--- config.mk ---
export PLATFORM = sky130hd
export DESIGN_NAME = mode_stack_flat
export DESIGN_NICKNAME = d
export VERILOG_FILES = /design/src/rtl/stack_pkg.sv /design/src/rtl/mode_stack_if.sv /design/src/rtl/stack_mem.sv /design/src/rtl/mode_stack.sv /design/src/flat_wrapper.sv
export SDC_FILE = /design/constraint.sdc
export NUM_CORES = 1
export LEC_CHECK = 0
export CELL_PAD_IN_SITES_DETAIL_PLACEMENT = 0
export CELL_PAD_IN_SITES_GLOBAL_PLACEMENT = 1
export CORE_MARGIN = 4
export CORE_UTILIZATION = 45
export CTS_CLUSTER_SIZE = 28
export DETAILED_ROUTE_END_ITERATION = 16
export GPL_TIMING_DRIVEN = 0
export PLACE_DENSITY = 0.82
export SYNTH_ARGS = -nofsm -noshare
export SYNTH_HDL_FRONTEND = slang
export SYNTH_SLANG_ARGS = --single-unit
--- constraint.sdc ---
create_clock -name CLK -period 2.7 [get_ports CLK]
set_input_delay 0.54 -clock CLK [delete_from_list [all_inputs] [get_ports CLK]]
set_output_delay 0.54 -clock CLK [all_outputs]
set_load 0.01 [all_outputs]
--- src/rtl/stack_pkg.sv ---
// Shared definitions for the mode_stack storage block: buffer mode encoding and
// the ceiling-log2 helper used to size counters and addresses.
package stack_pkg;

    typedef enum logic {
        MODE_LIFO = 1'b0,
        MODE_FIFO = 1'b1
    } mode_e;

    // Bits needed to represent values 0 .. value-1 (0 for value <= 1).
    function automatic int clog2(input int value);
        int result;
        int rem;
        result = 0;
        rem    = value - 1;
        while (rem > 0) begin
            result = result + 1;
            rem    = rem >> 1;
        end
        return result;
    endfunction

endpackage

--- src/rtl/mode_stack_if.sv ---
// Producer/consumer-side signal bundle of mode_stack. The master modport is the
// side driving commands; the slave modport is the buffer itself.
interface mode_stack_if
    import stack_pkg::*;
#(
    parameter int DATA_WIDTH = 8,
    parameter int DEPTH      = 16
);

    localparam int CNT_W = clog2(DEPTH + 1);

    logic                  CLEAR;
    logic                  MODE;
    logic                  PUSH;
    logic                  POP;
    logic [DATA_WIDTH-1:0] DATA_IN;
    logic [DATA_WIDTH-1:0] DATA_OUT;
    logic [CNT_W-1:0]      COUNT;
    logic                  FULL;
    logic                  EMPTY;
    logic                  ALMOST_FULL;
    logic                  ALMOST_EMPTY;
    logic                  OVERFLOW;
    logic                  UNDERFLOW;

    modport master (
        output CLEAR, MODE, PUSH, POP, DATA_IN,
        input  DATA_OUT, COUNT, FULL, EMPTY, ALMOST_FULL, ALMOST_EMPTY, OVERFLOW, UNDERFLOW
    );

    modport slave (
        input  CLEAR, MODE, PUSH, POP, DATA_IN,
        output DATA_OUT, COUNT, FULL, EMPTY, ALMOST_FULL, ALMOST_EMPTY, OVERFLOW, UNDERFLOW
    );

endinterface

--- src/rtl/stack_mem.sv ---
// DEPTH x DATA_WIDTH register file: one synchronous write port and two
// combinational read ports (current and next top/head entry).
module stack_mem #(
    parameter int DATA_WIDTH = 8,
    parameter int DEPTH      = 16,
    parameter int ADDR_W     = 4
) (
    input  logic                  clk,
    input  logic                  we,
    input  logic [ADDR_W-1:0]     waddr,
    input  logic [DATA_WIDTH-1:0] wdata,
    input  logic [ADDR_W-1:0]     raddr_cur,
    output logic [DATA_WIDTH-1:0] rdata_cur,
    input  logic [ADDR_W-1:0]     raddr_nxt,
    output logic [DATA_WIDTH-1:0] rdata_nxt
);

    logic [DATA_WIDTH-1:0] mem [DEPTH];

    // NOTE: the array has no reset; validity is tracked by the count, and a
    // reset port here would turn a plain register file into DEPTH reset flops.
    always_ff @(posedge clk) begin
        if (we) begin
            mem[waddr] <= wdata;
        end
    end

    // Addresses past DEPTH-1 only occur for unused read ports on non-power-of-2 depths.
    assign rdata_cur = (int'(raddr_cur) < DEPTH) ? mem[raddr_cur] : '0;
    assign rdata_nxt = (int'(raddr_nxt) < DEPTH) ? mem[raddr_nxt] : '0;

endmodule

--- src/rtl/mode_stack.sv ---
// Run-time selectable LIFO/FIFO buffer with show-ahead output, occupancy count,
// threshold flags and sticky overflow/underflow; all outputs registered.
module mode_stack
    import stack_pkg::*;
#(
    parameter int DATA_WIDTH = 8,
    parameter int DEPTH      = 16,
    parameter int AF_LEVEL   = DEPTH - 2,
    parameter int AE_LEVEL   = 2
) (
    input logic         CLK,
    input logic         RST_N,
    mode_stack_if.slave bus
);

    localparam int ADDR_W = clog2(DEPTH);
    localparam int CNT_W  = clog2(DEPTH + 1);
    localparam int SUM_W  = CNT_W + 1;

    localparam logic [CNT_W-1:0]  DEPTH_C  = CNT_W'(DEPTH);
    localparam logic [CNT_W-1:0]  AF_C     = CNT_W'(AF_LEVEL);
    localparam logic [CNT_W-1:0]  AE_C     = CNT_W'(AE_LEVEL);
    localparam logic [ADDR_W-1:0] LAST_IDX = ADDR_W'(DEPTH - 1);
    localparam logic [SUM_W-1:0]  DEPTH_X  = SUM_W'(DEPTH);
    localparam logic [SUM_W-1:0]  LAST_X   = SUM_W'(DEPTH - 1);

    logic [CNT_W-1:0]      count_q,    count_d;
    logic [ADDR_W-1:0]     rd_ptr_q,   rd_ptr_d;
    mode_e                 mode_q,     mode_d;
    logic [DATA_WIDTH-1:0] data_out_q, data_out_d;
    logic                  ovf_q,      ovf_d;
    logic                  udf_q,      udf_d;
    logic                  full_q,     full_d;
    logic                  empty_q,    empty_d;
    logic                  af_q,       af_d;
    logic                  ae_q,       ae_d;

    logic                  is_empty, is_full;
    logic                  do_push, do_pop;
    logic [SUM_W-1:0]      tail_sum;
    logic [ADDR_W-1:0]     tail_idx, top_idx, below_top_idx, ptr_inc;
    logic [ADDR_W-1:0]     rd_addr_cur, rd_addr_nxt;
    logic [DATA_WIDTH-1:0] rdata_cur, rdata_nxt;
    logic                  we;
    logic [ADDR_W-1:0]     waddr;

    // Index arithmetic; wrap uses an explicit compare so non-power-of-2 depths work.
    assign is_empty      = (count_q == '0);
    assign is_full       = (count_q == DEPTH_C);
    assign tail_sum      = SUM_W'(rd_ptr_q) + SUM_W'(count_q);
    assign tail_idx      = ADDR_W'((tail_sum > LAST_X) ? (tail_sum - DEPTH_X) : tail_sum);
    assign top_idx       = ADDR_W'(count_q - CNT_W'(1));
    assign below_top_idx = ADDR_W'(count_q - CNT_W'(2));
    assign ptr_inc       = (rd_ptr_q == LAST_IDX) ? '0 : (rd_ptr_q + ADDR_W'(1));
    assign rd_addr_cur   = (mode_q == MODE_LIFO) ? top_idx       : rd_ptr_q;
    assign rd_addr_nxt   = (mode_q == MODE_LIFO) ? below_top_idx : ptr_inc;

    // A push is refused only when full with no simultaneous pop.
    assign do_push = !bus.CLEAR && bus.PUSH && (!is_full || bus.POP);
    assign do_pop  = !bus.CLEAR && bus.POP && !is_empty;

    stack_mem #(
        .DATA_WIDTH (DATA_WIDTH),
        .DEPTH      (DEPTH),
        .ADDR_W     (ADDR_W)
    ) u_mem (
        .clk       (CLK),
        .we        (we),
        .waddr     (waddr),
        .wdata     (bus.DATA_IN),
        .raddr_cur (rd_addr_cur),
        .rdata_cur (rdata_cur),
        .raddr_nxt (rd_addr_nxt),
        .rdata_nxt (rdata_nxt)
    );

    // NOTE: every signal gets its default before any branch, so no path
    // leaves a value unassigned and no latch can be inferred.
    always_comb begin
        count_d    = count_q;
        rd_ptr_d   = rd_ptr_q;
        mode_d     = mode_q;
        data_out_d = data_out_q;
        ovf_d      = ovf_q;
        udf_d      = udf_q;
        we         = 1'b0;
        waddr      = tail_idx;

        if (is_empty && !do_push) begin
            mode_d   = mode_e'(bus.MODE);
            rd_ptr_d = '0;
        end

        if (bus.CLEAR) begin
            count_d    = '0;
            rd_ptr_d   = '0;
            data_out_d = '0;
            ovf_d      = 1'b0;
            udf_d      = 1'b0;
        end else begin
            if (bus.PUSH && !bus.POP && is_full) ovf_d = 1'b1;
            if (bus.POP && is_empty)             udf_d = 1'b1;

            if (do_push && do_pop) begin
                we = 1'b1;
                if (mode_q == MODE_LIFO) begin
                    waddr      = top_idx;
                    data_out_d = bus.DATA_IN;
                end else begin
                    rd_ptr_d   = ptr_inc;
                    // With a single entry the new head is the word being written.
                    data_out_d = (count_q == CNT_W'(1)) ? bus.DATA_IN : rdata_nxt;
                end
            end else if (do_push) begin
                we      = 1'b1;
                count_d = count_q + CNT_W'(1);
                if (mode_q == MODE_LIFO) begin
                    waddr      = ADDR_W'(count_q);
                    data_out_d = bus.DATA_IN;
                end else begin
                    data_out_d = is_empty ? bus.DATA_IN : rdata_cur;
                end
            end else if (do_pop) begin
                count_d    = count_q - CNT_W'(1);
                data_out_d = (count_q == CNT_W'(1)) ? '0 : rdata_nxt;
                if (mode_q == MODE_FIFO) rd_ptr_d = ptr_inc;
            end else begin
                data_out_d = is_empty ? '0 : rdata_cur;
            end
        end

        full_d  = (count_d == DEPTH_C);
        empty_d = (count_d == '0);
        af_d    = (count_d >= AF_C);
        ae_d    = (count_d <= AE_C);
    end

    // NOTE: state registers use non-blocking assignments so every flop samples
    // the pre-edge values regardless of statement order.
    always_ff @(posedge CLK or negedge RST_N) begin
        if (!RST_N) begin
            count_q    <= '0;
            rd_ptr_q   <= '0;
            mode_q     <= MODE_LIFO;
            data_out_q <= '0;
            ovf_q      <= 1'b0;
            udf_q      <= 1'b0;
            full_q     <= 1'b0;
            empty_q    <= 1'b1;
            af_q       <= 1'b0;
            ae_q       <= 1'b1;
        end else begin
            count_q    <= count_d;
            rd_ptr_q   <= rd_ptr_d;
            mode_q     <= mode_d;
            data_out_q <= data_out_d;
            ovf_q      <= ovf_d;
            udf_q      <= udf_d;
            full_q     <= full_d;
            empty_q    <= empty_d;
            af_q       <= af_d;
            ae_q       <= ae_d;
        end
    end

    assign bus.DATA_OUT     = data_out_q;
    assign bus.COUNT        = count_q;
    assign bus.FULL         = full_q;
    assign bus.EMPTY        = empty_q;
    assign bus.ALMOST_FULL  = af_q;
    assign bus.ALMOST_EMPTY = ae_q;
    assign bus.OVERFLOW     = ovf_q;
    assign bus.UNDERFLOW    = udf_q;

endmodule

--- src/flat_wrapper.sv ---
// flat-port wrapper written by rule: the top's interface ports become plain ports
module mode_stack_flat import stack_pkg::*;
#(
    parameter int DATA_WIDTH = 8,
    parameter int DEPTH      = 16,
    parameter int AF_LEVEL   = DEPTH - 2,
    parameter int AE_LEVEL   = 2
)
  (CLK, RST_N, bus_CLEAR, bus_MODE, bus_PUSH, bus_POP, bus_DATA_IN, bus_DATA_OUT, bus_COUNT, bus_FULL, bus_EMPTY, bus_ALMOST_FULL, bus_ALMOST_EMPTY, bus_OVERFLOW, bus_UNDERFLOW);
  mode_stack_if #(.DATA_WIDTH(DATA_WIDTH), .DEPTH(DEPTH)) bus_i ();
  input logic CLK;
  input logic RST_N;
  input wire logic [$bits(bus_i.CLEAR)-1:0] bus_CLEAR;
  input wire logic [$bits(bus_i.MODE)-1:0] bus_MODE;
  input wire logic [$bits(bus_i.PUSH)-1:0] bus_PUSH;
  input wire logic [$bits(bus_i.POP)-1:0] bus_POP;
  input wire logic [$bits(bus_i.DATA_IN)-1:0] bus_DATA_IN;
  output wire logic [$bits(bus_i.DATA_OUT)-1:0] bus_DATA_OUT;
  output wire logic [$bits(bus_i.COUNT)-1:0] bus_COUNT;
  output wire logic [$bits(bus_i.FULL)-1:0] bus_FULL;
  output wire logic [$bits(bus_i.EMPTY)-1:0] bus_EMPTY;
  output wire logic [$bits(bus_i.ALMOST_FULL)-1:0] bus_ALMOST_FULL;
  output wire logic [$bits(bus_i.ALMOST_EMPTY)-1:0] bus_ALMOST_EMPTY;
  output wire logic [$bits(bus_i.OVERFLOW)-1:0] bus_OVERFLOW;
  output wire logic [$bits(bus_i.UNDERFLOW)-1:0] bus_UNDERFLOW;
  assign bus_i.CLEAR = bus_CLEAR;
  assign bus_i.MODE = bus_MODE;
  assign bus_i.PUSH = bus_PUSH;
  assign bus_i.POP = bus_POP;
  assign bus_i.DATA_IN = bus_DATA_IN;
  assign bus_DATA_OUT = bus_i.DATA_OUT;
  assign bus_COUNT = bus_i.COUNT;
  assign bus_FULL = bus_i.FULL;
  assign bus_EMPTY = bus_i.EMPTY;
  assign bus_ALMOST_FULL = bus_i.ALMOST_FULL;
  assign bus_ALMOST_EMPTY = bus_i.ALMOST_EMPTY;
  assign bus_OVERFLOW = bus_i.OVERFLOW;
  assign bus_UNDERFLOW = bus_i.UNDERFLOW;
  mode_stack #(.DATA_WIDTH(DATA_WIDTH), .DEPTH(DEPTH), .AF_LEVEL(AF_LEVEL), .AE_LEVEL(AE_LEVEL)) u_core (.CLK(CLK), .RST_N(RST_N), .bus(bus_i));
endmodule
==> impl_metrics.ini <==
[run_status]
status = finished, violations left
violations = setup timing

[drt]
viasPerCell = 6.76
drtIter0Drc = 1024
antenna_left = 0
drt-pass1-iter-count = 6
wire_per_inst_um = 27.0
wirelength_um = 26600
drc = 0
vias = 6647

[floorplanning]
core.rowCount = 48
die_y_um = 142
start_util_pct = 46.4
fp.dieArea_sq_mm = 0.0202
fp.dieW_um = 142
pin_count = 33
fp.coreArea_sq_mm = 0.0175

[logic_synthesis]
synthXorXnorAreaFrac_pct = 1.08
netlist_area_sq_mm = 0.00810
avgSynthCellArea_sq_um = 12.5
syn_inst = 649
yosysUniqueCellTypes = 68
synthMuxAreaShare_pct = 12.8
ys_warn_count = 0
ys_seq_area_share_pct = 54.9
ys.flop_type = edfxtp_1
synthArstFlopShare_pct = 15.8
synth_compound_area_share_pct = 14.0
synth_fa_ha_area_share_pct = 1.95
yosys.area_share.simple_pct = 12.0
synth_nets = 675
synth_top_family_by_area = compound AO/OA/AOI/OAI gates
ys_ff_latch = 152
synth-edff-count = 128

[placement]
place_inst = 905
place.gp.congestion = 0.962
dp_slack_ns = -1.16
dpl.hpwl_um = 16800
port_buffers = 31
dpl_cell_area_sq_mm = 0.00869

[sta]
setup_viol = 3
finalHoldViolCount = 0
rsz0062_at_grt = true
fin_ws_ns = -0.00741
fmax_ghz = 0.369
clock-skew-final_ns = 0.0112
worstMarginPinSlew_ns = 0.777
relSlewSlack_pct = 48.0
post-route-period-util_pct = 100
hold_ws_ns = 0.145
maxSlewViolCount = 0
min_period_ns = 2.71

[finish]
drive_gt1_share_pct = 28.9
syn_to_final_growth_pct = 28.1
fillers = 1323
layout.cells.non_filler = 984
postLayoutCellArea_sq_mm = 0.0104
n_antenna_cell = 0
nNetsFinal = 772

[setup_path]
critPathArrivalTime_ns = 3.07
reg2reg_depth = 9
r2r-end = u_core.bus.DATA_OUT[0]
reg2reg_slack_ns = -0.007
worstPathCellList = ha_1 -> a31oi_2 -> a21o_1 -> buf_2 -> buf_6 -> mux2i_1 -> a2111oi_1 -> a22oi_1 -> o211ai_1
start_kind = flip-flop
end_kind = flip-flop
crit_buf_inv = 2
cpMaxStageDelayCell = a2111oi_1
reg2reg_from = u_core.rd_ptr_q[0]
slowest_delay_ns = 0.51
critical_path_class = reg2reg
crit_path_max_fanout = 10
worstPathRequired_ns = 3.06
crit_family = compound AO/OA/AOI/OAI gates

[clock_network]
path_clk_slew_ns = 0.07
clockBufferDepth = 2
cts_inserted_buffers = 17
cts.sinks = 152
worstSkewPairLatency_ns = 0.44
cts_root_buf = clkbuf_16
cts.htree.levels = 4
cts_tree = built

[pwr]
power.density_mw_per_mm2 = 984
vdd_drop_max_mv = 0.572
p_leak_nw = 3.70
total_power_mw = 10.2

[hold_path]
hold_class = in2async

[global_routing]
gr-total-overflow = 0
first_global_vias = 6433
grt_max_degree = 25
grt.total_usage_pct = 26.0
grt_pass1_wl_um = 39100
antenna_found_initial = 0

[run]
cap_viol_max_count = 0
[per-layer routing]
metal / vias up / GRT usage (%) / share of wire, %
li1: 2781 / - / -
met1: 3308 / 35.0 / 38
met2: 458 / 41.2 / 48
met3: 100 / 6.49 / 9.9
met4: 0 / 9.60 / 4.2
met5: - / 0 / 0
[per-stage QoR]
stage / TNS (ns) / util (%)
global placement: -126.12 / 49.8
global route: -3.85 / 59.4
floorplan: -4.80 / -
detailed placement: -135.09 / 49.7
CTS: -0.108 / 57.0
finish: -0.0121 / 59.4
[cells by family (layout without fill, tap and decap cells)]
family | after synthesis | count (layout)
buffers and inverters | 56 | 166
AO/OA/AOI/OAI | 149 | 149
adder cells (fa/ha/maj) | 12 | 12
multiplexers | 71 | 71
flip-flops | 152 | 152
XOR/XNOR | 10 | 10
AND/OR/NAND/NOR | 199 | 199
[report_power, final]
group	internal, mW	total, mW	switching [mW]
sequential	2.71	2.78	0.0758
clock	1.31	2.36	1.05
combinational	2.03	5.07	3.04
[flip-flops by register name, indices dropped and copies added, names as in the netlist]
register / flops
u_core.bus.EMPTY: 1
u_core.bus.FULL: 1
u_core.bus.DATA_OUT: 8
u_core.bus.OVERFLOW: 1
u_core.mode_q: 1
u_core.bus.UNDERFLOW: 1
u_core.bus.COUNT: 5
u_core.u_mem.mem: 128
u_core.bus.ALMOST_EMPTY: 1
u_core.rd_ptr_q: 4
u_core.bus.ALMOST_FULL: 1
[worst register-to-register path, stage by stage (launching register included)]
cell and delay (ns):
dfrtp_2 0.47, ha_1 0.32, a31oi_2 0.28, a21o_1 0.17
buf_2 0.24, buf_6 0.22, mux2i_1 0.10, a2111oi_1 0.51
a22oi_1 0.16, o211ai_1 0.14
[synthesized netlist by cell type, types with 3 or more instances]
cell type	instances	area, sq um
edfxtp_1	128	3840
nand2_1	77	289
mux2i_1	42	420
nor2_1	33	124
a211oi_1	27	203
nand3_1	27	135
and3_1	23	144
dfrtp_1	22	551
buf_2	20	100
a21oi_1	16	80.1
a32oi_1	16	140
clkbuf_1	16	60.1
inv_1	13	48.8
o21ai_0	13	65.1
ha_1	11	138
mux4_1	11	289
mux4_2	11	248
a2111oi_0	10	87.6
o211ai_1	9	67.6
a21boi_0	7	52.6
a31oi_1	7	43.8
mux2_2	7	78.8
nand4_1	7	43.8
nor3_1	6	30.0
xnor2_1	6	52.6
a21o_1	5	37.5
nand2b_1	5	31.3
nor2b_1	5	31.3
and2_1	4	25.0
o2111ai_1	4	35.0
xor2_1	4	35.0
a22oi_1	3	22.5
buf_4	3	22.5
nor4b_1	3	26.3
o221ai_1	3	26.3
[layout by cell type (no fill, tap or decap), types with 14 or more instances in the layout]
| cell type | synthesis | final |
|---|---|---|
| a211oi_1 | 27 | 22 |
| a32oi_1 | 16 | 15 |
| and3_1 | 23 | 23 |
| buf_12 | 1 | 15 |
| buf_2 | 20 | 14 |
| buf_4 | 3 | 33 |
| clkbuf_16 | 0 | 17 |
| clkdlybuf4s50_1 | 0 | 29 |
| dfrtp_1 | 22 | 17 |
| edfxtp_1 | 128 | 128 |
| mux2i_1 | 42 | 40 |
| nand2_1 | 77 | 73 |
| nand3_1 | 27 | 23 |
| nor2_4 | 0 | 17 |
[how the worst max path moves through the flow]
stage,startpoint,end,slack (ns),depth (start not counted)
after CTS,u_core.bus.COUNT[1],u_core.u_mem.mem[12][7],-0.01,10
after global placement,u_core.bus.COUNT[2],u_core.u_mem.mem[13][5],-1.10,9
after detailed placement,bus_POP,u_core.u_mem.mem[12][5],-1.16,7
after global routing,bus_PUSH,u_core.u_mem.mem[11][6],-0.11,10
final,u_core.rd_ptr_q[0],u_core.bus.DATA_OUT[0],-0.007,9
after floorplan,u_core.bus.COUNT[2],u_core.u_mem.mem[15][0],-0.08,9
[final cells by class]
| cell class | count | area, sq um | share of cell area, % |
|---|---|---|---|
| clock buffer | 18 | 439 | 4.23 |
| buffer | 42 | 283 | 2.73 |
| inverter | 13 | 53.8 | 0.519 |
| sequential | 152 | 4450 | 42.9 |
| clock inverter | 14 | 133 | 1.28 |
| timing repair buffer | 79 | 857 | 8.26 |
| tap | 225 | 282 | 2.71 |
| multi-input combinational | 441 | 3870 | 37.3 |
[timing repair]
action	4_1_cts	5_1_grt
endpoints found under the setup margin	137	137
buffers inserted	35	13
pin swaps	18	16
hold buffers	0	0
hold endpoints to repair	0	0
resized for setup	87	77
(Power assumes the default switching activity.)
